`src/rtl/mips_cpu_bus_sequencer.sv`:
```
`timescale 1ns/1ps
`default_nettype none
// +----------------------------------------------------------------------------+
// | mips_cpu_bus_sequencer                                                     |
// | Multi-cycle CPU control sequencer: fetch/decode/execute with bus waits.    |
// | Revision: 1.0                                                              |
// +----------------------------------------------------------------------------+
module mips_cpu_bus_sequencer #(
  parameter int N_EXEC    = 2,
  parameter int MEM_STAGE = 1,
  parameter int TIMEOUT   = 0,
  parameter int CW        = 32
) (
  input  logic              clk,
  input  logic              reset,
  input  logic              active,
  input  logic              waitrequest,
  input  logic              load,
  input  logic              store,
  input  logic              halt,
  output logic              fetch,
  output logic              decode,
  output logic [N_EXEC-1:0] exec,
  output logic              halted,
  output logic              bus_error,
  output logic              instr_retired,
  output logic [CW-1:0]     cycle_count,
  output logic [CW-1:0]     instr_count
);

  localparam int SW = (N_EXEC > 1) ? $clog2(N_EXEC) : 1;
  localparam logic [SW-1:0] c_mem_idx    = SW'(MEM_STAGE - 1);
  localparam logic [SW-1:0] c_last_idx   = SW'(N_EXEC - 1);
  localparam logic [7:0]    c_wait_limit = 8'(TIMEOUT - 1);

  typedef enum logic [1:0] {
    S_FETCH  = 2'd0,
    S_DECODE = 2'd1,
    S_EXEC   = 2'd2,
    S_HALTED = 2'd3
  } state_t;

  state_t        r_state;
  state_t        w_state_nxt;
  logic [SW-1:0] r_stage;
  logic [SW-1:0] w_stage_nxt;
  logic [7:0]    r_wait;
  logic          r_bus_error;
  logic [CW-1:0] r_cycle_count;
  logic [CW-1:0] r_instr_count;
  logic          w_mem_access;
  logic          w_bus_wait;
  logic          w_timeout;

  // The execute stages share one state code; the stage index selects the one-hot bit.
  always_comb begin
    w_state_nxt  = r_state;
    w_stage_nxt  = r_stage;
    w_mem_access = (r_state == S_EXEC) && (r_stage == c_mem_idx) && (load | store);
    w_bus_wait   = waitrequest && ((r_state == S_FETCH) || w_mem_access);
    w_timeout    = (TIMEOUT != 0) && w_bus_wait && (r_wait == c_wait_limit);

    case (r_state)
      S_FETCH: begin
        if (!waitrequest) begin
          w_state_nxt = S_DECODE;
        end
      end
      S_DECODE: begin
        w_state_nxt = S_EXEC;
        w_stage_nxt = '0;
      end
      S_EXEC: begin
        if (!w_bus_wait) begin
          if (r_stage == c_last_idx) begin
            w_state_nxt = halt ? S_HALTED : S_FETCH;
            w_stage_nxt = '0;
          end else begin
            w_stage_nxt = r_stage + SW'(1);
          end
        end
      end
      S_HALTED: begin
        w_state_nxt = S_HALTED;
      end
      default: begin
        w_state_nxt = S_FETCH;
        w_stage_nxt = '0;
      end
    endcase

    if (w_timeout) begin
      w_state_nxt = S_HALTED;
      w_stage_nxt = '0;
    end
  end

  always_ff @(posedge clk) begin
    if (reset) begin
      r_state       <= S_FETCH;
      r_stage       <= '0;
      r_wait        <= 8'd0;
      r_bus_error   <= 1'b0;
      r_cycle_count <= '0;
      r_instr_count <= '0;
    end else if (active) begin
      r_state <= w_state_nxt;
      r_stage <= w_stage_nxt;
      r_wait  <= (w_bus_wait && !w_timeout) ? r_wait + 8'd1 : 8'd0;
      if (w_timeout) begin
        r_bus_error <= 1'b1;
      end
      if (r_state != S_HALTED) begin
        r_cycle_count <= r_cycle_count + CW'(1);
      end
      if (instr_retired) begin
        r_instr_count <= r_instr_count + CW'(1);
      end
    end
  end

  genvar k;
  generate
    for (k = 0; k < N_EXEC; k++) begin : g_exec
      assign exec[k] = (r_state == S_EXEC) && (r_stage == SW'(k));
    end
  endgenerate

  assign fetch         = (r_state == S_FETCH);
  assign decode        = (r_state == S_DECODE);
  assign halted        = (r_state == S_HALTED);
  assign bus_error     = r_bus_error;
  assign instr_retired = exec[N_EXEC-1] & active & ~reset;
  assign cycle_count   = r_cycle_count;
  assign instr_count   = r_instr_count;

endmodule
`default_nettype wire

```
`config.mk`:
```
export PLATFORM = sky130hd
export DESIGN_NAME = mips_cpu_bus_sequencer
export DESIGN_NICKNAME = d
export VERILOG_FILES = /design/src/rtl/mips_cpu_bus_sequencer.sv
export SDC_FILE = /design/constraint.sdc
export NUM_CORES = 1
export LEC_CHECK = 0
export ABC_AREA = 1
export BUFFER_PORTS_ARGS = -buffer_cell sky130_fd_sc_hd__buf_2
export CAP_MARGIN = 20
export CORE_ASPECT_RATIO = 0.6
export CORE_MARGIN = 2
export CORE_UTILIZATION = 25
export CTS_BUF_LIST = sky130_fd_sc_hd__clkbuf_16
export CTS_CLUSTER_SIZE = 8
export DETAILED_ROUTE_END_ITERATION = 10
export PLACE_DENSITY = 0.46
export SLEW_MARGIN = 15
export SYNTH_ARGS = -nofsm -noshare
export SYNTH_HDL_FRONTEND = slang
export SYNTH_SLANG_ARGS = --single-unit
```
`constraint.sdc`:
```
create_clock -name clk -period 1.6 [get_ports clk]
set_input_delay 0.08 -clock clk [delete_from_list [all_inputs] [get_ports clk]]
set_output_delay 0.08 -clock clk [all_outputs]
set_load 0.02 [all_outputs]
```
==> flow_summary_export.csv <==
group,metric,value,unit
cts,clk_pin_slew,0.05,ns
setup_path,critical_path_required,1.52,ns
routing,wire_per_inst,12.5,µm
cts,cts_sinks,67,
routing,ant_nets,0,
final_layout,final_nets,683,
final_layout,diodes,0,
place,pre_cts_ws,-0.0244,ns
timing,skew,0.00779,ns
min_path,min-delay-start,"halt",
timing,period_share,92.6,%
floorplan,dieArea,0.0154,mm²
synthesis,synth_top_area_cell,"dfxtp_1",
routing,drc_errors,0,
final_layout,n_fill_cell,1561,
setup_path,worstPathArrival,1.40,ns
global_route,gr-usage-all-layers,14.3,%
routing,routed_via_density,4.47,
synthesis,synth.cell_area,0.00359,mm²
cts,cts_tree,"yes",
power_and_ir_drop,p_per_area,786,mW/mm²
setup_path,r2r_cells,8,
cts,root_buffer,"clkbuf_16",
power_and_ir_drop,power,3750,µW
floorplan,ios,78,
routing,finalWirelength,10.9,mm
setup_path,endpoint_kind,"output port",
final_layout,multiInputGateArea,0.00198,mm²
global_route,grt_pass1_vias,3527,
place,gp_congestion,0.779,
setup_path,path_max_fanout,7,
setup_path,r2r-end,"cycle_count[29]",
cts,cts-htree-levels,3,
run_status,status,"finished, final reports clean",
routing,vias,3883,
global_route,grt_pass1_wl,17.8,mm
timing,fin_crit,1.48,ns
routing,highest_layer,"met4",
synthesis,ys_ff_latch,67,
timing,setup_viol,0,
setup_path,timing.rr.start,"r_state[0]",
synthesis,syn_avg_cell_area,6.34,µm²
job,maxCapViolations,0,
global_route,antenna_found_initial,0,
timing,maxSlewHeadroom,59.8,%
final_layout,syn_to_final_growth,32.6,%
synthesis,yosysWarningCount,0,
cts,postCtsHoldBufs,0,
timing,fmaxAchievable,675,MHz
min_path,min_path_cells,5,
setup_path,setup.worst_path.start_class,"flop",
timing,grt_setup_unrepaired,"yes",
final_layout,final-instance-count-excl-fill,869,
routing,wl_met2,4.24,mm
floorplan,rows,33,
setup_path,path_class,"flop to output port",
power_and_ir_drop,ir_drop,347,µV
synthesis,synthTopCellsByArea,"dfxtp_1 37%, nand2_1 14%, nor2_1 10%",
synthesis,synth_fp_nets,576,
final_layout,ff_latch_area,0.00135,mm²
routing,wl_met3,739,µm
timing,worstMarginPinSlew,0.603,ns
timing,slew_viol_final,0,
timing,setup_slack,0.118,ns
routing,drt_iter0_markers,165,
final_layout,drive_gt1_share,23.0,%
place,place_inst,853,
routing,drtPass1Iterations,5,
global_route,grt_max_degree,54,
timing,hold_violations,0,
min_path,min_to,"r_state[1]",
floorplan,die_h,96.9,µm
synthesis,synth_top_cell_area_share,37.3,%
routing,wl_met1,5.83,mm
synthesis,synth_cells,567,
cts,clockBufferDepth,2,
cts,worstSkewPairLatency,0.33,ns
cts,numCtsBuffers,9,
place,hpwlAfterDp,8.23,mm
power_and_ir_drop,p_leak,0.00222,µW
synthesis,ys_seq_area_share,37.3,%
setup_path,ff2ff_setup_slack,0.14,ns
floorplan,start_util,26.0,%
place,io_buffers,76,
place,placed_cell_area,0.00437,mm²
floorplan,die_x,159,µm
floorplan,coreArea,0.0138,mm²
min_path,hold_path_class,"input port to flop",
global_route,grt_overflow,0,
synthesis,synthDistinctLibCells,27,
final_layout,final_cell_area,0.00477,mm²
## critical path, stage by stage (launching register included)
cell and delay [ns]:
dfxtp_1 0.37, nand3_2 0.12, nor2_4 0.26, buf_6 0.16
buf_2 0.16
## timing repair
| action | 4_1_cts | 5_1_grt |
|---|---|---|
| gates resized for setup | 1 | 31 |
| setup buffers | 0 | 2 |
| pin swaps | 0 | 7 |
| setup endpoints to repair | 5 | 35 |
## metrics by stage
| step | hold slack [ns] | TNS, ns | utilization (%) |
|---|---|---|---|
| after CTS | 0.0584 | -0.0797 | 33.6 |
| final | 0.0810 | 0 | 34.5 |
| after global placement | 0.416 | -0.0327 | 31.6 |
| after detailed placement | 0.411 | -0.0721 | 31.6 |
| after global routing | 0.0845 | -0.00396 | 34.5 |
| after floorplan | 0.159 | 0 | - |
## placed cells by master, fill, tap and decap left out, types with 2 or more instances in the layout
cell type  instances
o21a_1             3
o21ai_0           23
and3_1             3
dfxtp_1           63
buf_2             76
clkinv_1           3
clkbuf_16          9
nor2_4            11
a31oi_1            5
nand4_1           21
nand2_2            3
inv_2              3
inv_1             84
nand3_1           50
dfxtp_2            4
nor2_1            86
nand3_2            4
buf_4             28
a21oi_1           29
o21bai_1           2
nor2_2            11
nand2_1          133
nor3_1            10
xor2_1             4
## cells by family after synthesis
group,synth area share [%]
simple gates,41.3
compound gates,9.15
other cells,0.104
buf+inv,10.4
flops,37.3
fa+ha+maj,0.696
xor+xnor,0.974
## where the power goes
group          internal [µW]  leakage, µW  switching [µW]  total (µW)
Combinational           57.8      0.00155             116         173
Clock                   1170     0.000134             711        1880
Sequential              1680     0.000542            12.1        1690
## registers in the layout (all words and copies together) (netlist names)
| register | flops |
|---|---|
| cycle_count | 32 |
| instr_count | 32 |
| r_state | 2 |
| r_stage | 1 |
## per-layer routing
| layer | up-vias | global-route usage (%) |
|---|---|---|
| li1 | 2021 | - |
| met1 | 1752 | 21.1 |
| met2 | 101 | 20.1 |
| met3 | 9 | 4.33 |
| met4 | 0 | 3.03 |
| met5 | - | 0 |
## cell usage after synthesis
cell and count:
conb_1 1, xor2_1 4, ha_1 2, o21bai_1 2, a31oi_1 5, nor2_2 9, o21a_1 3, nand4_1 21
nand3_1 53, inv_1 85, a21oi_1 29, nor3_1 10, nor2_4 3, nand2_1 135, nand2_2 2, inv_2 2
clkbuf_1 3, buf_6 1, nand3_2 1, nor2_1 96, dfxtp_1 67, buf_4 2, nor2_8 1, buf_1 3
nand2_8 1, and3_1 3, o21ai_0 23
## worst max path at each step
| stage | start | end | slack [ns] | cells past startpoint |
|---|---|---|---|---|
| floorplan | instr_count[0] | instr_count[16] | 0.01 | 8 |
| global placement | r_state[0] | cycle_count[25] | -0.03 | 8 |
| detailed placement | r_state[1] | cycle_count[25] | -0.02 | 8 |
| CTS | cycle_count[0] | cycle_count[26] | -0.03 | 8 |
| global route | r_state[0] | cycle_count[21] | -0.002 | 8 |
| finish | r_state[1] | instr_retired | 0.12 | 4 |
## cell type report
type / count / share of cell area, %
Multi-Input combinational cell: 404 / 41.5
Sequential cell: 67 / 28.2
Timing Repair Buffer: 105 / 12.6
Inverter: 87 / 6.85
Tap cell: 192 / 5.04
Clock buffer: 9 / 4.72
Clock inverter: 5 / 0.971
Note: power is estimated with default switching activity, not from simulation.
